File: src/rtl/regfile_dump.sv
// Walks the register file and streams every word out as bytes, LSB first.
// Define REGDUMP_CHECKSUM_EN to append an XOR checksum byte after the data.
module regfile_dump #(
  parameter int DataWidth    = 32,
  parameter int Registers    = 32,
  parameter int AddrRegWidth = 5
) (
  input  logic                    clk,
  input  logic                    rst,
  input  logic                    start,
  output logic [AddrRegWidth-1:0] rd_addr,
  input  logic [DataWidth-1:0]    rd_data,
  output logic [7:0]              tx_data,
  output logic                    tx_valid,
  input  logic                    tx_ready,
  output logic                    busy,
  output logic                    done
);

  localparam int NB = DataWidth / 8;
  localparam int IW = (NB > 1) ? $clog2(NB) : 1;

  typedef enum logic [2:0] {
    S_IDLE,
    S_LOAD,
    S_SEND,
    S_CSUM,
    S_DONE
  } state_t;

  state_t                  r_state;
  state_t                  w_state_nxt;
  logic [AddrRegWidth-1:0] r_addr;
  logic [IW-1:0]           r_idx;
  logic [DataWidth-1:0]    r_word;
  logic [7:0]              w_byte;
  logic                    w_hs;
  logic                    w_last_byte;
  logic                    w_last_reg;
`ifdef REGDUMP_CHECKSUM_EN
  logic [7:0]              r_csum;
`endif

  assign w_byte      = r_word[{r_idx, 3'b000} +: 8];
  assign w_hs        = tx_valid & tx_ready;
  assign w_last_byte = (r_idx == IW'(NB - 1));
  assign w_last_reg  = (r_addr == AddrRegWidth'(Registers - 1));

  always_ff @(posedge clk or negedge rst) begin
    if (!rst) begin
      r_state <= S_IDLE;
    end else begin
      r_state <= w_state_nxt;
    end
  end

  always_comb begin
    w_state_nxt = r_state;
    unique case (r_state)
      S_IDLE: if (start) w_state_nxt = S_LOAD;
      S_LOAD: w_state_nxt = S_SEND;
      S_SEND: begin
        if (w_hs && w_last_byte) begin
          if (!w_last_reg) begin
            w_state_nxt = S_LOAD;
          end else begin
`ifdef REGDUMP_CHECKSUM_EN
            w_state_nxt = S_CSUM;
`else
            w_state_nxt = S_DONE;
`endif
          end
        end
      end
      S_CSUM: if (w_hs) w_state_nxt = S_DONE;
      S_DONE: w_state_nxt = S_IDLE;
      default: w_state_nxt = S_IDLE;
    endcase
  end

  // Address returns to 0 as soon as the last word has gone out.
  always_ff @(posedge clk or negedge rst) begin
    if (!rst) begin
      r_addr <= '0;
      r_idx  <= '0;
      r_word <= '0;
`ifdef REGDUMP_CHECKSUM_EN
      r_csum <= '0;
`endif
    end else begin
      unique case (r_state)
        S_IDLE: begin
          if (start) begin
            r_addr <= '0;
            r_idx  <= '0;
`ifdef REGDUMP_CHECKSUM_EN
            r_csum <= '0;
`endif
          end
        end
        S_LOAD: r_word <= rd_data;
        S_SEND: begin
          if (w_hs) begin
`ifdef REGDUMP_CHECKSUM_EN
            r_csum <= r_csum ^ w_byte;
`endif
            if (w_last_byte) begin
              r_idx  <= '0;
              r_addr <= w_last_reg ? '0
                      : r_addr + AddrRegWidth'(1);
            end else begin
              r_idx <= r_idx + IW'(1);
            end
          end
        end
        default: ;
      endcase
    end
  end

  always_comb begin
    tx_valid = 1'b0;
    tx_data  = 8'h00;
    busy     = (r_state != S_IDLE);
    done     = (r_state == S_DONE);
    rd_addr  = r_addr;
    unique case (r_state)
      S_SEND: begin
        tx_valid = 1'b1;
        tx_data  = w_byte;
      end
      S_CSUM: begin
        tx_valid = 1'b1;
`ifdef REGDUMP_CHECKSUM_EN
        tx_data  = r_csum;
`endif
      end
      default: ;
    endcase
  end

endmodule

File: config.mk
export PLATFORM = sky130hd
export DESIGN_NAME = regfile_dump
export DESIGN_NICKNAME = d
export VERILOG_FILES = /design/src/rtl/regfile_dump.sv
export SDC_FILE = /design/constraint.sdc
export NUM_CORES = 1
export LEC_CHECK = 0
export CORE_UTILIZATION = 35
export CTS_BUF_LIST = sky130_fd_sc_hd__clkbuf_4
export DETAILED_ROUTE_END_ITERATION = 7
export GPL_ROUTABILITY_DRIVEN = 0
export GPL_TIMING_DRIVEN = 1
export PLACE_DENSITY = 0.64
export REMOVE_ABC_BUFFERS = 1
export SYNTH_ARGS = -nofsm -noshare
export SYNTH_HDL_FRONTEND = slang
export SYNTH_SLANG_ARGS = --single-unit
export TNS_END_PERCENT = 20
File: constraint.sdc
create_clock -name clk -period 1.95 [get_ports clk]
set_input_delay 0.39 -clock clk [delete_from_list [all_inputs] [get_ports clk]]
set_output_delay 0.39 -clock clk [all_outputs]
set_load 0.03 [all_outputs]
; ---- Word level (Yosys, flattened, before mapping)
; Index checks and enable logic that the tools add are counted.
[totals]
register_bits = 42
[classes]
shift = 1
bitwise = 1
addsub = 2
n_mux = 16
eq_ne = 11
n_reduce_logical = 8
[op_table]
columns = operator, n
row1 = 32-bit by 6-bit indexed part select with 8-bit output, 1
row2 = 5-bit two-way mux, 4
row3 = 3-bit two-way mux, 4
row4 = 3-bit case mux with 4 select lines, 1
row5 = 2-bit != test (second input constant), 5
row6 = 5-bit case mux with 2 select lines, 1
row7 = 8-bit two-way mux, 1
row8 = 3-bit by 2-bit == test with 1-bit output (second input constant), 2
row9 = 2-bit two-way mux, 3
row10 = 3-bit AND reduction, 2
row11 = 5-bit by 1-bit adder with 5-bit output (second input constant), 1
row12 = 5-bit == test (second input constant), 1
row13 = 2-bit case mux with 2 select lines, 1
row14 = 4-bit AND reduction, 1
row15 = 3-bit by 1-bit == test with 1-bit output (second input constant), 1
row16 = 3-bit == test (second input constant), 1
row17 = 3-bit logical NOT, 1
row18 = 3-bit nonzero test, 1
row19 = 2-bit by 1-bit adder with 2-bit output (second input constant), 1
row20 = 2-bit == test (second input constant), 1
row21 = 2-bit nonzero test, 1
row22 = 2-bit OR reduction, 1
row23 = 1-bit bitwise AND, 1
row24 = 1-bit logical AND, 1
row25 = 1-bit two-way mux, 1

; ---- Longest topological paths before layout
; Gate-level depths: netlist of run 1.
[logic_depth]
word_depth = 7
depth_mapped = 6
depth_no_buf = 6

; ---- Worst setup path after synthesis of run 1
; Ideal clock, no wire load.
[synth_timing]
path_type = reg-to-reg
start = reg r_addr[0], in the netlist rd_addr[0]
end = reg r_addr[3], in the netlist rd_addr[3]
stages_incl_launch_ff = 7
t_arrival_ns = 1.855
setup_time_ns = 0.080
setup_slack_ns = 0.014
cell_sequence = dfrtp_1 > ha_1 > and3_1 > ha_1 > nand3b_1 > or4_1 > o211ai_2
[synth_via]
elab_chain_len = 5
word_cells_on_any_way = 6
[synth_rtl]
columns = element, line
row1 = "start, declared", 33  ; logic [AddrRegWidth-1:0] r_addr;
row2 = "start signal, assigned", 109  ; r_addr <= w_last_reg ? '0
row3 = 5-bit by 1-bit adder with 5-bit output or 5-bit == test (tied branches), "110, 47"
row4 = 5-bit two-way mux *, 109
row5 = 5-bit two-way mux *, 107  ; if (w_last_byte) begin
row6 = 5-bit two-way mux *, 103  ; if (w_hs) begin
row7 = 5-bit case mux with 2 select lines *, 91  ; unique case (r_state)
; Mark *: on every way between the ends. The rest lies on a longest branch, timed or not. The select of a mux whose other input is x is not followed.
; A chain may end at the register's enable or synchronous reset.

; ---- Worst setup path after layout of run 1
[layout_timing]
start = reg r_idx[0]
end = out tx_data[7]
[layout_via]
elab_chain_len = 2
[layout_rtl]
columns = element, line
row1 = "start, declared", 34  ; logic [IW-1:0] r_idx;
row2 = "start signal, assigned", 112  ; r_idx <= r_idx + IW'(1);
row3 = 32-bit by 6-bit indexed part select with 8-bit output, 44  ; assign w_byte = r_word[{r_idx, 3'b000} +: 8];
row4 = 8-bit two-way mux, 127  ; unique case (r_state)
row5 = "end, declared", 13  ; output logic [7:0] tx_data,
; Every way passes these cells.

==> results of run 1 <==
[metal layers]
metal	up-vias	wire length, um	share of wire
met1	693	1840	0.43
met2	38	2160	0.51
met3	4	249	0.058
li1	672	-	-
met4	0	19	0.0044
met5	-	0	0
[sequential cells by signal, indices dropped and copies added, names as in the netlist]
register,cells
rd_addr,5
r_state,3
r_idx,2
r_word,32
[cells by family after synthesis]
| logic type | share of synthesized area |
|---|---|
| and+or+nand+nor | 0.0988 |
| buffers and inverters | 0.0344 |
| DFF | 0.515 |
| muxes | 0.286 |
| adders and majority gates | 0.0184 |
| AOI/OAI and AO/OA | 0.0472 |
[synth_stat cells, drive strengths merged (2+ instances only)]
master	instances	area share
nand3	4	0.0098
nor2b	9	0.028
o2bb2ai	2	0.0086
nor2	5	0.0092
a21oi	3	0.0074
dfrtp	42	0.52
mux2	34	0.19
ha	3	0.018
nand2b	4	0.012
clkbuf	3	0.0055
nor4b	2	0.012
mux2i	2	0.0098
nand2	2	0.0037
a31oi	2	0.0061
inv	4	0.0074
buf	7	0.021
mux4	8	0.088
o21ai	2	0.0049
[worst min-delay path by stage]
stage,startpoint,to,depth (start not counted)
final,rst,rd_addr[3]$_DFFE_PN0P_,1
after global routing,rst,rd_addr[2]$_DFFE_PN0P_,1
after CTS,rst,rd_addr[3]$_DFFE_PN0P_,1
after detailed placement,rst,rd_addr[2]$_DFFE_PN0P_,1
after global placement,rst,rd_addr[0]$_DFFE_PN0P_,1
after floorplan,rst,r_idx[0]$_DFFE_PN0P_,0
[power by group]
| group | total (W) | switching (W) | leakage (nW) | internal [W] |
|---|---|---|---|---|
| clock network | 0.000413 | 0.000249 | 0.0322 | 0.000164 |
| logic | 0.00233 | 0.00101 | 0.639 | 0.00132 |
| registers | 0.00152 | 0.000241 | 0.506 | 0.00128 |
[what timing repair did]
action                     in CTS  in global routing
resized for setup              24                 20
setup buffers                   0                  0
gates cloned                    0                  0
setup endpoints to repair      12                 15
[cell type report]
type	count	area [um^2]	share of cell area
Tap cell	72	90.1	0.0319
Inverter	4	15.0	0.00532
Sequential cell	42	1050	0.373
Clock buffer	7	52.6	0.0186
Multi-Input combinational cell	93	971	0.344
Timing Repair Buffer	69	642	0.227
[metrics by stage]
stage	instance area (um^2)	worst slack, ns	instances	total power [W]
4_1_cts	2790	-0.255	287	0.00422
6_report	2820	-0.207	287	0.00427
3_3_place_gp	2720	-0.203	280	0.00367
3_5_place_dp	2720	-0.248	280	0.00377
5_1_grt	2820	-0.282	287	0.00456
2_1_floorplan	1980	-0.552	139	0.00293
==> results.md, run 1 <==
- Leak: between 1 and 1.5 nW
- Register area share after synthesis: 0.515
- Share of layout cells above drive strength 1: 0.423
- Ys flop type: dfrtp_1
- Met1 Resource Use GR: 0.184
- Cell Rows: 27
- DP Wirelength: approximately 3200 um
- Worst-skew pair later-pin latency: 0.34 ns
- Layout filler cell count: between 400 and 500
- RSZ-0062 raised after global routing: yes
- First-pass DRT Iterations: 3
- Min Clock Period, post-route: between 2 and 2.5 ns
- Nets@finish: about 250
- Terminus of the critical flop-to-flop path: rd_addr[3]$_DFFE_PN0P_
- Post-route ant nets: 0
- Period utilization: 1.11
- F_max: between 400 and 500 MHz
- Final WL: around 4300 um
- Post-synth EDFFs: 0
- # diodes: 0
- Initial antenna violation count: 0
- DR vias: around 1,400
- Max Slew Vio Count: 0
- Synth Register Bits: between 40 and 50
- Most common cell after layout, fill and taps aside: dfrtp_1
- Worst-path clk slew: approximately 0.12 ns
- Starting Density: 0.366
- RR Startpoint: rd_addr[1]$_DFFE_PN0P_
- Global-route track usage on met2: 0.261
- Clock Path Buffers: 2
- Synthesized instance count: 149
- Crit path DAT: 1.77 ns
- Fraction of registers with async set/reset: 1.00
- Final setup viols: 8
- Worst path bufs/invs: 2
- Layout Utilization: 0.506
- Power Dens Cells: 1510 nW/um^2
- Crit. End Element: output port
- Die X: between 70 and 80 um
- Synth warn: 0
- Mapped Area: 2040 um^2
- Core Region: between 5000 and 6000 um^2
- Least-Margin Pin Slew: around 0.63 ns
- H-tree levels: 2
- Critical Path Start: r_idx[0]$_DFFE_PN0P_
- Most common cell on crit path: buf_6
- Max incr delay on CP: 0.49 ns
- Area delta synth->final: 38.4%
- Worst setup slack after layout: -0.207 ns
- Total clock buffers created by CTS: 5
- CP endpoint: tx_data[7]
- Fin. Hold Viols: 0
- Hold-fix buffers at CTS: 0
- Sink Count: 42
- Worst EP required: ~1.6 ns
- Die area: about 6000 um^2
- Vias in the first global route: 1,507
- I/O Buffers: 51
- Worst Path Max Fanout: 6
- Critical path cell sequence: buf_6 -> mux4_2 -> nor2b_4 -> buf_6
- DRC errors left: 0
- Hold Crit Class: in -> async
- First-pass GRT wire length: around 7100 um
- Worst vdd ir: 618 uV
- R2R cell count: 6
- Gr ovfl total: 0
- Commonest cells after routing, fill and taps aside: 41 x dfrtp_1, 39 x clkdlybuf4s50_1, 34 x mux2_2
- Clock Skew: approximately 0.014 ns
- Vias per inst: 4.90
- Total GRT Usage: 0.151
- WS Path Type: reg -> out
- Crit-path slowest cell: dfrtp_2
- Met3 Use GR: 0.0419
- GR peak layer: met2
- Worst R2R Setup Slack: 0.11 ns
- CTS root buffer: clkbuf_4
- Hold slack: just under 0.05 ns
- Syn_area_per_cell: ~14 um^2
- Number of max-cap violations: 0
- TNS Setup: -1.27 ns
- Initial DRC Count: 36
- CTS tree: done
- I/O pins: 52
- Routed WL per cell: 14.9 um
- Synth cell types: 32
- Top delay family on crit path: flip-flops
- Largest net degree at the start of global routing: 33
- Run status: finished, violations left
- Stages on the worst setup path: 4
- Failing checks: setup timing
- Startpoint types: flop
- Rel. slew slack: 0.583
- Die H: 78.3 um
(Power assumes the default switching activity.)
==> run 2, diff against run 1 <==
--- a/config.mk
+++ b/config.mk
@@ -10,7 +10,7 @@
 export DETAILED_ROUTE_END_ITERATION = 7
 export GPL_ROUTABILITY_DRIVEN = 0
 export GPL_TIMING_DRIVEN = 1
-export PLACE_DENSITY = 0.64
+export PLACE_DENSITY = 0.65
 export REMOVE_ABC_BUFFERS = 1
 export SYNTH_ARGS = -nofsm -noshare
 export SYNTH_HDL_FRONTEND = slang
==> run 2 against run 1 <==
Effect of this change: the run still ends with setup timing left; register-to-register slack improved by 0.02 ns; combinational power increased by 3%; via count rose by 0.78%; core utilization rose by 0.76 points; wire length grew 9.2%; flip-flop and latch count unchanged; power grew 3.7%; non-clock buffer count down 3; clock power rose by 28%; cell count is 1.0% lower; worst setup slack gained 0.0064 ns; clock skew is 0.0024 ns lower.
==> results.md, run 2 (same netlist as run 1, synthesis figures left out) <==
- Period utilization: 1.10
- I/O Buffers: between 50 and 60
- WS Path Type: reg -> out
- First-pass DRT Iterations: 4
- Worst-skew pair later-pin latency: between 0.3 and 0.4 ns
- Starting Density: 0.366
- Final setup viols: 8
- Area delta synth->final: 40.5%
- Clock Skew: around 0.012 ns
- DRC errors left: 0
- Multi-input gate area: between 900 and 1000 um^2
- DP Wirelength: between 3000 and 4000 um
- Worst Path Max Fanout: 5
- R2R cell count: 6
- Worst vdd ir: ~670 uV
- First-pass GRT wire length: between 7000 and 8000 um
- RSZ-0062 raised after global routing: yes
- Initial DRC Count: between 40 and 50
- Die H: 78.3 um
- Layout filler cell count: 498
- Die X: 78.3 um
- Fin. Hold Viols: 0
- Max incr delay on CP: roughly 0.47 ns
- Most common cell after layout, fill and taps aside: dfrtp_1
- Share of layout cells above drive strength 1: 0.415
- Gr ovfl total: 0
- Post-route ant nets: 0
- Crit path DAT: 1.76 ns
- Total clock buffers created by CTS: 5
- Max Slew Vio Count: 0
- Nets@finish: 251
- Critical path cell sequence: clkbuf_16 -> mux4_2 -> nor2b_1 -> buf_4
- Number of max-cap violations: 0
- Run status: finished, violations left
- # diodes: 0
- Total GRT Usage: 0.166
- Placed cell area: between 2000 and 3000 um^2
- DR vias: approximately 1,400
- Worst EP required: between 1.5 and 2 ns
- CTS root buffer: clkbuf_4
- Pre-CTS WS: -0.00708 ns
- Core Region: between 5000 and 6000 um^2
- Pint: roughly 0.0029 W
- Max reg flops: 32
- Combinational share of power: 0.539
- Leak: approximately 1.2 nW
- Least-Margin Pin Slew: between 0.3 and 0.4 ns
- Cell Rows: 27
- Crit-path slowest cell: mux4_2
- Startpoint types: flop
- CTS tree: done
- Commonest cells after routing, fill and taps aside: 41 x dfrtp_1, 37 x clkdlybuf4s50_1, 34 x mux2_2
- H-tree levels: 2
- Clock Path Buffers: 2
- Sw frac: 0.351
- Failing checks: setup timing
- Routed WL per cell: roughly 16 um
- Largest net degree at the start of global routing: 43
- Min Clock Period, post-route: ~2.2 ns
- Sink Count: 42
- Final Cell Area: about 2900 um^2
- Largest Register: r_word
- Worst setup slack after layout: -0.201 ns
- P_sw: between 0.0015 and 0.002 W
- Clock power share: 0.119
- Setup Fix Bufs, Post-CTS: 0
- Hold Crit Class: reg -> reg
- Worst-path clk slew: ~0.12 ns
- Worst R2R Setup Slack: between 0.1 and 0.15 ns
- Crit. End Element: output port
- Vias per inst: around 5
- Rel. slew slack: 0.761
- Power Dens Cells: 1550 nW/um^2
- I/O pins: between 50 and 60
- Register area: about 1100 um^2
- Flop pwr share: 0.342
- Vias in the first global route: between 1,500 and 2,000
- Die area: 6140 um^2
- F_max: about 460 MHz
- Initial antenna violation count: 0
- Final WL: between 4000 and 5000 um
- WHS Path Cells: 1
==> run 2: what timing repair did <==
item | CTS | global route
gates resized for setup | 12 | 26
pin swaps | 0 | 0
hold buffers | 0 | 1
gates cloned | 0 | 1
hold endpoints to repair | 0 | 14
setup endpoints to repair | 12 | 16
==> run 2: final timing paths <==
| path | end | start |
|---|---|---|
| max in group asynchronous | r_word[30]$_DFFE_PN0P_ | rst |
| hold reg to reg | r_word[24]$_DFFE_PN0P_ | r_word[24]$_DFFE_PN0P_ |
| setup reg to reg | r_state[0]$_DFFE_PN0P_ | rd_addr[0]$_DFFE_PN0P_ |
| min in group asynchronous | rd_addr[4]$_DFFE_PN0P_ | rst |
| hold / removal | r_word[24]$_DFFE_PN0P_ | r_word[24]$_DFFE_PN0P_ |
| setup / recovery | tx_data[0] | r_idx[0]$_DFFE_PN0P_ |
==> run 2: critical path, delay by kind of cell (launching register included) <==
| family | cells | cell delay (ns) |
|---|---|---|
| multiplexers | 1 | 0.47 |
| flip-flops | 1 | 0.46 |
| AND/OR/NAND/NOR | 1 | 0.14 |
| buffers and inverters | 2 | 0.34 |
==> run 2: stage by stage <==
step                power (W)  std cells   TNS (ns)  hold WS (ns)  utilization
CTS                   0.00428        282      -1.70      0.000354        0.497
global route          0.00472        284      -2.17         0.524        0.514
floorplan             0.00293        139     -17.66        0.0944            -
finish                0.00443        284      -1.46         0.520        0.514
detailed placement    0.00374        275   -0.00708         0.384        0.482
global placement      0.00362        275  -0.000116         0.377        0.482
==> run 2: cell type report <==
type / count / share of cell area
Sequential cell: 42 / 0.367
Inverter: 4 / 0.00524
Clock inverter: 2 / 0.0118
Tap cell: 72 / 0.0314
Clock buffer: 5 / 0.0131
Multi-Input combinational cell: 93 / 0.338
Timing Repair Buffer: 66 / 0.233
==> run 2: power groups by stage <==
stage / Combinational (W) / Sequential, W / Clock [W]
global route: 0.00257 / 0.00156 / 0.000589
CTS: 0.00224 / 0.00150 / 0.000545
finish: 0.00239 / 0.00151 / 0.000527
floorplan: 0.00137 / 0.00156 / 0
detailed placement: 0.00223 / 0.00152 / 0
global placement: 0.00214 / 0.00147 / 0
==> run 2: per-layer routing <==
metal | GRT usage | wire length, um
met3 | 0.0500 | 282
met2 | 0.301 | 2330
met4 | 0.0333 | 48
met1 | 0.193 | 2010
met5 | 0 | 0
==> run 3, diff against run 2 <==
--- a/config.mk
+++ b/config.mk
@@ -5,6 +5,7 @@
 export SDC_FILE = /design/constraint.sdc
 export NUM_CORES = 1
 export LEC_CHECK = 0
+export ABC_CLOCK_PERIOD_IN_PS = 1950
 export CORE_UTILIZATION = 35
 export CTS_BUF_LIST = sky130_fd_sc_hd__clkbuf_4
 export DETAILED_ROUTE_END_ITERATION = 7
==> results of run 3 <==
The final DEF is identical to that of run 2; final timing and power are the same.
